## src/rtl/player_pkg.sv

```systemverilog
`default_nettype none
// ---- player_pkg : shared phase encoding and widths for the player controller ----
// Rev 1.0
package player_pkg;

    localparam int LIVES_W = 3;

    typedef enum logic [1:0] {
        PH_IDLE      = 2'd0,
        PH_PLAYING   = 2'd1,
        PH_DYING     = 2'd2,
        PH_GAME_OVER = 2'd3
    } phase_e;

endpackage
`default_nettype wire

```

## src/rtl/player_ctrl_if.sv

```systemverilog
`default_nettype none
// ---- player_ctrl_if : debounced player inputs and ship/bullet/score outputs ----
// Rev 1.0
interface player_ctrl_if #(
    parameter int X_W       = 5,
    parameter int Y_W       = 4,
    parameter int N_BULLETS = 3,
    parameter int SCORE_W   = 8
);
    logic                          tick;
    logic                          left;
    logic                          right;
    logic                          shoot;
    logic                          start;
    logic [N_BULLETS-1:0]          hit;
    logic                          player_hit;
    logic [X_W-1:0]                ship_x;
    logic [N_BULLETS*X_W-1:0]      bullet_x;
    logic [N_BULLETS*Y_W-1:0]      bullet_y;
    logic [N_BULLETS-1:0]          bullet_flying;
    logic [SCORE_W-1:0]            score;
    logic [player_pkg::LIVES_W-1:0] lives;
    logic [1:0]                    phase;

    modport master (
        output tick, left, right, shoot, start, hit, player_hit,
        input  ship_x, bullet_x, bullet_y, bullet_flying, score, lives, phase
    );

    modport slave (
        input  tick, left, right, shoot, start, hit, player_hit,
        output ship_x, bullet_x, bullet_y, bullet_flying, score, lives, phase
    );
endinterface
`default_nettype wire

```

## src/rtl/bullet_slot.sv

```systemverilog
`default_nettype none
// ---- bullet_slot : one bullet's position and flying flag ----
// Rev 1.0
module bullet_slot #(
    parameter int X_W = 5,
    parameter int Y_W = 4
) (
    input  logic           clk,
    input  logic           rst_n,
    input  logic           clear_i,
    input  logic           launch_i,
    input  logic [X_W-1:0] launch_x_i,
    input  logic           tick_i,
    input  logic           hit_i,
    output logic [X_W-1:0] x_o,
    output logic [Y_W-1:0] y_o,
    output logic           flying_o
);
    logic [X_W-1:0] x_q, x_d;
    logic [Y_W-1:0] y_q, y_d;
    logic           flying_q, flying_d;

    // Priority: wipe > launch > hit > tick advance; a fresh launch never advances.
    always_comb begin
        x_d      = x_q;
        y_d      = y_q;
        flying_d = flying_q;
        if (clear_i) begin
            x_d      = '0;
            y_d      = '0;
            flying_d = 1'b0;
        end else if (launch_i) begin
            x_d      = launch_x_i;
            y_d      = '1;
            flying_d = 1'b1;
        end else if (flying_q && hit_i) begin
            flying_d = 1'b0;
        end else if (flying_q && tick_i) begin
            if (y_q == '0) begin
                flying_d = 1'b0;
            end else begin
                y_d = y_q - Y_W'(1);
            end
        end
    end

    always_ff @(posedge clk or negedge rst_n) begin
        if (!rst_n) begin
            x_q      <= '0;
            y_q      <= '0;
            flying_q <= 1'b0;
        end else begin
            x_q      <= x_d;
            y_q      <= y_d;
            flying_q <= flying_d;
        end
    end

    assign x_o      = x_q;
    assign y_o      = y_q;
    assign flying_o = flying_q;
endmodule
`default_nettype wire

```

## src/rtl/player_ctrl.sv

```systemverilog
`default_nettype none
// ---- player_ctrl : ship, bullet pool, score, lives and game-phase FSM ----
// Optional macro PLAYER_BONUS_LIFE_EN: one bonus life per game at score 2^(SCORE_W-2). Rev 1.0
module player_ctrl
    import player_pkg::*;
#(
    parameter int X_W           = 5,
    parameter int Y_W           = 4,
    parameter int N_BULLETS     = 3,
    parameter int SCORE_W       = 8,
    parameter int LIVES         = 3,
    parameter int COOLDOWN      = 2,
    parameter int RESPAWN_TICKS = 16
) (
    input  logic         clk_36MHz,
    input  logic         reset,
    player_ctrl_if.slave bus
);
    localparam logic [X_W-1:0] X_MAX = {X_W{1'b1}};
    localparam logic [X_W-1:0] X_MID = X_MAX >> 1;
    localparam int             CD_W  = $clog2(COOLDOWN + 2);
    localparam int             RS_W  = $clog2(RESPAWN_TICKS + 2);

    phase_e               phase_q, phase_d;
    logic [X_W-1:0]       ship_x_q, ship_x_d;
    logic [SCORE_W-1:0]   score_q, score_d;
    logic [LIVES_W-1:0]   lives_q, lives_d;
    logic [CD_W-1:0]      cooldown_q, cooldown_d;
    logic [RS_W-1:0]      respawn_q, respawn_d;

    logic [N_BULLETS-1:0]     flying, free_onehot, launch, hit_valid;
    logic [N_BULLETS*X_W-1:0] bullet_x;
    logic [N_BULLETS*Y_W-1:0] bullet_y;
    logic                     any_free, playing, shot_ok, start_game, crash, clear_all;
    logic [3:0]               n_hits;
    logic [SCORE_W:0]         score_sum;

    assign playing    = (phase_q == PH_PLAYING);
    assign start_game = bus.start && (phase_q == PH_IDLE || phase_q == PH_GAME_OVER);
    assign crash      = playing && bus.player_hit;
    assign clear_all  = start_game || crash;
    assign hit_valid  = bus.hit & flying;

    always_comb begin
        free_onehot = '0;
        any_free    = 1'b0;
        n_hits      = '0;
        for (int i = 0; i < N_BULLETS; i++) begin
            if (!flying[i] && !any_free) begin
                free_onehot[i] = 1'b1;
                any_free       = 1'b1;
            end
            n_hits = n_hits + 4'(hit_valid[i]);
        end
    end

    assign shot_ok   = playing && bus.shoot && !bus.player_hit && (cooldown_q == '0) && any_free;
    assign launch    = shot_ok ? free_onehot : '0;
    assign score_sum = {1'b0, score_q} + (SCORE_W + 1)'(n_hits);

    for (genvar i = 0; i < N_BULLETS; i++) begin : g_slot
        bullet_slot #(.X_W(X_W), .Y_W(Y_W)) u_slot (
            .clk        (clk_36MHz),
            .rst_n      (reset),
            .clear_i    (clear_all),
            .launch_i   (launch[i]),
            .launch_x_i (ship_x_q),
            .tick_i     (bus.tick),
            .hit_i      (bus.hit[i]),
            .x_o        (bullet_x[i*X_W +: X_W]),
            .y_o        (bullet_y[i*Y_W +: Y_W]),
            .flying_o   (flying[i])
        );
    end

`ifdef PLAYER_BONUS_LIFE_EN
    localparam logic [SCORE_W-1:0] BONUS_TH = SCORE_W'(1) << (SCORE_W - 2);
    logic bonus_q, bonus_d;
`endif

    always_comb begin
        phase_d    = phase_q;
        ship_x_d   = ship_x_q;
        score_d    = score_q;
        lives_d    = lives_q;
        cooldown_d = cooldown_q;
        respawn_d  = respawn_q;
`ifdef PLAYER_BONUS_LIFE_EN
        bonus_d    = bonus_q;
`endif
        if (bus.tick && cooldown_q != '0) cooldown_d = cooldown_q - CD_W'(1);

        case (phase_q)
            PH_IDLE, PH_GAME_OVER: begin
                if (bus.start) begin
                    phase_d    = PH_PLAYING;
                    ship_x_d   = X_MID;
                    score_d    = '0;
                    lives_d    = LIVES_W'(LIVES);
                    cooldown_d = '0;
`ifdef PLAYER_BONUS_LIFE_EN
                    bonus_d    = 1'b0;
`endif
                end
            end
            PH_PLAYING: begin
                // Moves use the pre-move ship_x, which also feeds the launching slot.
                if (bus.left && !bus.right && ship_x_q != '0)
                    ship_x_d = ship_x_q - X_W'(1);
                else if (bus.right && !bus.left && ship_x_q != X_MAX)
                    ship_x_d = ship_x_q + X_W'(1);
                if (shot_ok) cooldown_d = CD_W'(COOLDOWN);
                score_d = score_sum[SCORE_W] ? {SCORE_W{1'b1}} : score_sum[SCORE_W-1:0];
                if (bus.player_hit) begin
                    phase_d   = PH_DYING;
                    respawn_d = RS_W'(RESPAWN_TICKS);
                    if (lives_q != '0) lives_d = lives_q - LIVES_W'(1);
                end
            end
            PH_DYING: begin
                if (bus.tick) begin
                    if (respawn_q <= RS_W'(1)) begin
                        respawn_d = '0;
                        if (lives_q != '0) begin
                            phase_d  = PH_PLAYING;
                            ship_x_d = X_MID;
                        end else begin
                            phase_d  = PH_GAME_OVER;
                        end
                    end else begin
                        respawn_d = respawn_q - RS_W'(1);
                    end
                end
            end
            default: phase_d = PH_IDLE;
        endcase

`ifdef PLAYER_BONUS_LIFE_EN
        if (playing && !bonus_q && score_q < BONUS_TH && score_d >= BONUS_TH) begin
            bonus_d = 1'b1;
            if (lives_d != {LIVES_W{1'b1}}) lives_d = lives_d + LIVES_W'(1);
        end
`endif
    end

    always_ff @(posedge clk_36MHz or negedge reset) begin
        if (!reset) begin
            phase_q    <= PH_IDLE;
            ship_x_q   <= X_MID;
            score_q    <= '0;
            lives_q    <= LIVES_W'(LIVES);
            cooldown_q <= '0;
            respawn_q  <= '0;
        end else begin
            phase_q    <= phase_d;
            ship_x_q   <= ship_x_d;
            score_q    <= score_d;
            lives_q    <= lives_d;
            cooldown_q <= cooldown_d;
            respawn_q  <= respawn_d;
        end
    end

`ifdef PLAYER_BONUS_LIFE_EN
    always_ff @(posedge clk_36MHz or negedge reset) begin
        if (!reset) bonus_q <= 1'b0;
        else        bonus_q <= bonus_d;
    end
`endif

    assign bus.ship_x        = ship_x_q;
    assign bus.bullet_x      = bullet_x;
    assign bus.bullet_y      = bullet_y;
    assign bus.bullet_flying = flying;
    assign bus.score         = score_q;
    assign bus.lives         = lives_q;
    assign bus.phase         = phase_q;
endmodule
`default_nettype wire
```

## src/flat_wrapper.sv

```systemverilog
// flat-port wrapper written by rule: the top's interface ports become plain ports
module player_ctrl_flat import player_pkg::*;
#(
    parameter int X_W           = 5,
    parameter int Y_W           = 4,
    parameter int N_BULLETS     = 3,
    parameter int SCORE_W       = 8,
    parameter int LIVES         = 3,
    parameter int COOLDOWN      = 2,
    parameter int RESPAWN_TICKS = 16
)
  (clk_36MHz, reset, bus_tick, bus_left, bus_right, bus_shoot, bus_start, bus_hit, bus_player_hit, bus_ship_x, bus_bullet_x, bus_bullet_y, bus_bullet_flying, bus_score, bus_lives, bus_phase);
  player_ctrl_if #(.X_W(X_W), .Y_W(Y_W), .N_BULLETS(N_BULLETS), .SCORE_W(SCORE_W)) bus_i ();
  input  logic clk_36MHz;
  input  logic reset;
  input wire logic [$bits(bus_i.tick)-1:0] bus_tick;
  input wire logic [$bits(bus_i.left)-1:0] bus_left;
  input wire logic [$bits(bus_i.right)-1:0] bus_right;
  input wire logic [$bits(bus_i.shoot)-1:0] bus_shoot;
  input wire logic [$bits(bus_i.start)-1:0] bus_start;
  input wire logic [$bits(bus_i.hit)-1:0] bus_hit;
  input wire logic [$bits(bus_i.player_hit)-1:0] bus_player_hit;
  output wire logic [$bits(bus_i.ship_x)-1:0] bus_ship_x;
  output wire logic [$bits(bus_i.bullet_x)-1:0] bus_bullet_x;
  output wire logic [$bits(bus_i.bullet_y)-1:0] bus_bullet_y;
  output wire logic [$bits(bus_i.bullet_flying)-1:0] bus_bullet_flying;
  output wire logic [$bits(bus_i.score)-1:0] bus_score;
  output wire logic [$bits(bus_i.lives)-1:0] bus_lives;
  output wire logic [$bits(bus_i.phase)-1:0] bus_phase;
  assign bus_i.tick = bus_tick;
  assign bus_i.left = bus_left;
  assign bus_i.right = bus_right;
  assign bus_i.shoot = bus_shoot;
  assign bus_i.start = bus_start;
  assign bus_i.hit = bus_hit;
  assign bus_i.player_hit = bus_player_hit;
  assign bus_ship_x = bus_i.ship_x;
  assign bus_bullet_x = bus_i.bullet_x;
  assign bus_bullet_y = bus_i.bullet_y;
  assign bus_bullet_flying = bus_i.bullet_flying;
  assign bus_score = bus_i.score;
  assign bus_lives = bus_i.lives;
  assign bus_phase = bus_i.phase;
  player_ctrl #(.X_W(X_W), .Y_W(Y_W), .N_BULLETS(N_BULLETS), .SCORE_W(SCORE_W), .LIVES(LIVES), .COOLDOWN(COOLDOWN), .RESPAWN_TICKS(RESPAWN_TICKS)) u_core (.clk_36MHz(clk_36MHz), .reset(reset), .bus(bus_i));
endmodule
```

## config.mk

```make
export PLATFORM = sky130hd
export DESIGN_NAME = player_ctrl_flat
export DESIGN_NICKNAME = d
export VERILOG_FILES = /design/src/rtl/player_pkg.sv /design/src/rtl/player_ctrl_if.sv /design/src/rtl/bullet_slot.sv /design/src/rtl/player_ctrl.sv /design/src/flat_wrapper.sv
export SDC_FILE = /design/constraint.sdc
export NUM_CORES = 1
export LEC_CHECK = 0
export ABC_AREA = 1
export CAP_MARGIN = 20
export CORE_MARGIN = 2
export CORE_UTILIZATION = 54
export DETAILED_ROUTE_END_ITERATION = 8
export HOLD_SLACK_MARGIN = 0.03
export PLACE_DENSITY = 0.81
export SLEW_MARGIN = 20
export SYNTH_ARGS = -nofsm -noshare
export SYNTH_HDL_FRONTEND = slang
export SYNTH_SLANG_ARGS = --single-unit
```

## constraint.sdc

```tcl
create_clock -name clk_36MHz -period 4.8 [get_ports clk_36MHz]
set_input_delay 0.96 -clock clk_36MHz [delete_from_list [all_inputs] [get_ports clk_36MHz]]
set_output_delay 0.96 -clock clk_36MHz [all_outputs]
set_load 0.005 [all_outputs]
```

Yosys cells after proc, flatten, opt, wreduce, memory -nomap -nowiden:

Cells that the tools add are included.

* reductions and logical operators: 61
* mux-type cells: 70
* add/sub/neg operators: 11
* eq/ne operators: 17
* bitwise logic cells: 1
* order comparisons: 1

Operators with widths (number)
* $mux W5: 15
* $mux W4: 15
* $reduce_bool A4 Y1: 6
* $mux W1: 20
* $logic_and A1 B1 Y1: 19
* $ne A3 B1 Y1 const B: 6
* $mux W2: 8
* $mux W8: 2
* $pmux W8 S2: 1
* $pmux W5 S3: 1
* $logic_not A4 Y1: 3
* $mux W3: 4
* $reduce_and A3 Y1: 4
* $reduce_bool A2 Y1: 6
* $reduce_bool A3 Y1: 4
* $sub A4 B1 Y4 const B: 3
* $pmux W5 S2: 1
* $sub A5 B1 Y5 const B: 2
* $add A8 B4 Y9: 1
* $ne A2 B2 Y1 const B: 4
* $reduce_and A2 Y1: 4
* $reduce_and A4 Y1: 2
* $logic_not A1 Y1: 6
* $pmux W2 S3: 1
* 19 further kinds: 23

* input port bits: 11
* register bits after elaboration: 55
* word-level logic and storage cells: 176
* output and inout port bits: 48

Logic depth before layout (Yosys ltp):

* word-level depth: 10
* gate-level depth with buffers: 14
* depth with buffers taken out: 14

By module:

Synthesis repeated with hierarchy kept, for this count alone.

* cells, all modules: 439
* area total of the unflattened synthesis: 3425.8 µm²

Modules (own cells, without submodules)
* player_ctrl: cells each 250, area each 1838.0 µm², sequential area each 633.1 µm², times used 1
* bullet_slot: cells each 63, area each 529.3 µm², sequential area each 250.2 µm², times used 3

Worst setup path before layout:

Ideal clock, no wire load.

* path kind: input to register
* start: in bus_hit[1]
* end: reg u_core.score_q[2] (netlist: u_core.bus.score[2])
* slack: 2.012 ns
* setup time: 0.123 ns
* arrival: 2.665 ns
* path buffers: 0
* required time: 4.677 ns
* stages on the path: 13
* cell sequence: nand2_1 xor2_1 ha_1 ha_1 fa_1 nand2_1 nand2_1 nand3_1 inv_1 nand2_1 inv_1 o21ai_0 nand2_1

* word-level cells in the longest chain between the ends: 6

Ends and longest elaborated chain
* start, declared: RTL line flat_wrapper.sv:21 `input wire logic [$bits(bus_i.hit)-1:0] bus_hit;`
* $and A3 B3 Y3: RTL line player_ctrl.sv:42 `assign hit_valid = bus.hit & flying;`
* $add A1 B1 Y2: RTL line player_ctrl.sv:53 `n_hits = n_hits + 4'(hit_valid[i]);`
* $add A4 B1 Y4: RTL line player_ctrl.sv:53
* $add A8 B4 Y9: RTL line player_ctrl.sv:59 `assign score_sum = {1'b0, score_q} + (SCORE_W + 1)'(n_hits);`
* $mux W8: RTL line player_ctrl.sv:113 `score_d = score_sum[SCORE_W] ? {SCORE_W{1'b1}} : score_sum[SCORE_W-1:0];`
* $pmux W8 S2: RTL line player_ctrl.sv:93 `case (phase_q)`
* end signal, assigned: RTL line player_ctrl.sv:157 `score_q <= score_d;`
* end, declared: RTL line player_ctrl.sv:26 `logic [SCORE_W-1:0] score_q, score_d;`

Every way passes these cells.
A chain may end at the register's enable or synchronous reset.

Final worst setup path:

Same ends and word-level chain as after synthesis.

==> impl_metrics.toml <==
[clocking]
cts_resized = 0
cts.clk_slew.worst_paths_ns = 0.10
clk_latency_ns = 0.31
cts.sinks = 55
cts_root_buffer = "clkbuf_8"
cts.path.max_buffers = 2
cts_tree = "done"
htree_levels = 2
cts_hold_buf = 0
post_cts_buffers = 0
numCtsBuffers = 5

[drt]
drc_errors = 0
avgRoutedWirePerCell_um = 12.93
ant_nets = 0
finalWirelength_um = 7432
drt_iter0_drc = 156
firstDrtPassIters = 6
vias = 3028
viasPerCell = 5.266

[floorplan]
dieArea_mm2 = 0.006956
core_area_mm2 = 0.005991
fp.dieH_um = 83.40
die_w_um = 83.40
pin_count = 59
row_count = 28
start_util_pct = 56.83

[sta]
slew-limit-headroom_pct = 56.28
worst-slew-pin-transition_ns = 0.6558
finalCriticalPeriod_ns = 3.242
worst_hold_slack_ns = 0.4361
rsz0062_at_grt = "false"
fin_crit_sh_pct = 67.54
fin_skew_ns = 0.007194
setup_viol = 0
hold_viol = 0
max_freq_mhz = 308.4
maxSlewViolCount = 0
setup_tns_ns = 0
setup_ws_ns = 1.558

[synth]
synth.avg_cell_area_um2 = 7.703
synth_edf_count = 0
yosysTopAreaCell = "dfrtp_1"
synthesis.nets = 473
yosys-top-cells-area = "dfrtp_1 (36%), nand2_1 (15%), ha_1 (6.6%), inv_1 (6.1%), nand3_1 (5.9%)"
synth_cells = 442
syn_area_mm2 = 0.003405
synth_seq_area_share_pct = 40.65
async_flop_share_pct = 100.0
synthFlopType = "dfrtp_1"
synth_seq_cells = 55
yosysTopAreaCellShare_pct = 36.02
yosys_warnings = 0
synth_common_cells = "nand2_1 (133), inv_1 (55), dfrtp_1 (49)"
ys_types = 37
synth_most_common_cell = "nand2_1"

[grt]
grt_use_total_pct = 22.15
grt_pass1_wl_um = 12880
grt_util_met1_pct = 27.46
grt_pass1_vias = 2927
antenna_found_initial = 0
grt_overflow = 0
grt_busiest_layer = "met2"
grt_max_degree = 53
grtUsageMet3_pct = 4.771
met2_usage_pct = 39.30

[placement]
dp_slack_ns = 1.249
hpwl_um = 5541
place_congestion = 0.8809
io_buffers = 58

[critical_path]
crit_top_cell = "nand2_1"
r2r-end = "u_core.bus.score[2]$_DFFE_PN0P_"
path_cells = "clkdlybuf4s50_1 -> nand2_1 -> xor2_1 -> ha_1 -> ha_1 -> fa_1 -> nand2_1 -> nand2_1 -> nand3_1 -> inv_1 -> nand2_1 -> inv_1 -> o21ai_0 -> nand2_1"
start_kind = "primary input"
r2r-start = "u_core.g_slot[0].u_slot.flying_o$_DFFE_PN0P_"
timing.reg2reg.setup_slack_ns = 2.18
cp-end-kind = "flip-flop"
ff2ff_path_depth = 13
crit_family = "adder cells"
arrival_ns = 3.44
crit_required_ns = 5.00
max_stage_delay_ns = 0.51
critPathSlowestCell = "clkdlybuf4s50_1"
path_max_fanout = 3
critical_path_class = "in2reg"
cp_num_buf_inv = 3

[pwr]
total_power_mw = 2.143
ir_drop_mv = 0.3998
p_sw_share_pct = 43.77
pwr-share-comb_pct = 53.9
intPower_mw = 1.205
p_per_area_mw_per_mm2 = 525.0
leakage_nw = 2.131
p_sw_mw = 0.9380
power_frac_seq_pct = 34.2
p_clk_share_pct = 11.9

[hold_path]
hold_class = "in2async"

[final_layout]
fin_nets = 530
final_core_util_pct = 68.13
antenna_cells = 0
drive_gt1_share_pct = 9.200
area.growth.synth_to_final_pct = 19.88
nFillCells = 496

[outcome]
outcome = "complete, no violations"

[job]
cap_viol_max_count = 0
==> sequential cells by signal, indices dropped and copies added, names as in the netlist <==
signal	flops
u_core.g_slot.u_slot.x_o	15
u_core.g_slot.u_slot.y_o	12
u_core.bus.score	8
u_core.bus.ship_x	5
u_core.respawn_q	5
u_core.bus.lives	3
u_core.g_slot.u_slot.flying_o	3
u_core.bus.phase	2
u_core.cooldown_q	2
==> per-stage QoR <==
stage                     area, µm²  instances
after global routing           4081        575
after floorplan                3405        442
final                          4081        575
after detailed placement       3998        567
after global placement         3998        567
after CTS                      4081        575
==> metal layers <==
metal	routed length [µm]	share of wire, %	vias up
met3	292	3.9	8
met4	64	0.86	0
met1	3322	45	1445
li1	-	-	1515
met5	0	0	-
met2	3753	50	60
==> final cells by class <==
| cell class | instances | area (µm²) | share of cell area (%) |
|---|---|---|---|
| multi-input cells | 314 | 1689 | 41.39 |
| clock buffers | 5 | 68.82 | 1.686 |
| well taps | 75 | 93.84 | 2.299 |
| repair buffers | 59 | 583.1 | 14.29 |
| flip-flops and latches | 55 | 1384 | 33.91 |
| inverters | 64 | 247.7 | 6.070 |
| clock inverters | 3 | 15.01 | 0.3679 |
==> worst max-delay path by stage <==
| stage | from | endpoint | slack, ns | depth (start not counted) |
|---|---|---|---|---|
| 2_1_floorplan | bus_hit[1] | u_core.bus.score[2]$_DFFE_PN0P_ | 2.01 | 13 |
| 3_3_place_gp | bus_hit[0] | u_core.bus.score[1]$_DFFE_PN0P_ | 1.36 | 14 |
| 3_5_place_dp | bus_hit[1] | u_core.bus.score[2]$_DFFE_PN0P_ | 1.25 | 14 |
| 5_1_grt | bus_hit[1] | u_core.bus.score[2]$_DFFE_PN0P_ | 1.43 | 14 |
| 6_report | bus_hit[1] | u_core.bus.score[2]$_DFFE_PN0P_ | 1.56 | 14 |
| 4_1_cts | bus_hit[1] | u_core.bus.score[2]$_DFFE_PN0P_ | 1.57 | 14 |
==> cells in the final DEF, fill, tap and decap left out, types with 2 or more instances in the layout <==
| master | synthesis | final |
|---|---|---|
| inv_4 | 3 | 3 |
| clkdlybuf4s50_1 | 0 | 57 |
| nand2_2 | 2 | 2 |
| clkbuf_8 | 0 | 5 |
| clkinv_2 | 0 | 3 |
| dfrtp_1 | 49 | 49 |
| fa_1 | 2 | 2 |
| nand3_1 | 40 | 40 |
| a21oi_1 | 15 | 15 |
| xor2_1 | 7 | 7 |
| a21oi_2 | 3 | 3 |
| inv_2 | 6 | 6 |
| ha_1 | 18 | 18 |
| xnor2_1 | 2 | 2 |
| nor2_2 | 4 | 4 |
| or2_2 | 4 | 4 |
| o21ai_0 | 21 | 21 |
| nand4_1 | 5 | 5 |
| o211ai_1 | 6 | 6 |
| o21ai_1 | 5 | 5 |
| dfstp_2 | 6 | 6 |
| inv_1 | 55 | 55 |
| nand2_1 | 133 | 133 |
| nand3_2 | 2 | 2 |
| nor2_1 | 33 | 33 |
==> kinds of logic after synthesis <==
group / Yosys count / synth area share (%)
adder cells (fa/ha/maj): 20 / 7.791
buffers and inverters: 73 / 9.739
AND/OR/NAND/NOR: 231 / 30.03
AO/OA/AOI/OAI: 54 / 9.482
flip-flops: 55 / 40.65
XOR/XNOR: 9 / 2.315
==> power by group through the flow <==
stage	combinational, mW	sequential [mW]	clock, mW
2_1_floorplan	0.799	0.726	0
3_3_place_gp	1.12	0.740	0
3_5_place_dp	1.15	0.740	0
4_1_cts	1.16	0.733	0.260
5_1_grt	1.31	0.751	0.278
6_report	1.16	0.733	0.255
(Power assumes the default switching activity.)
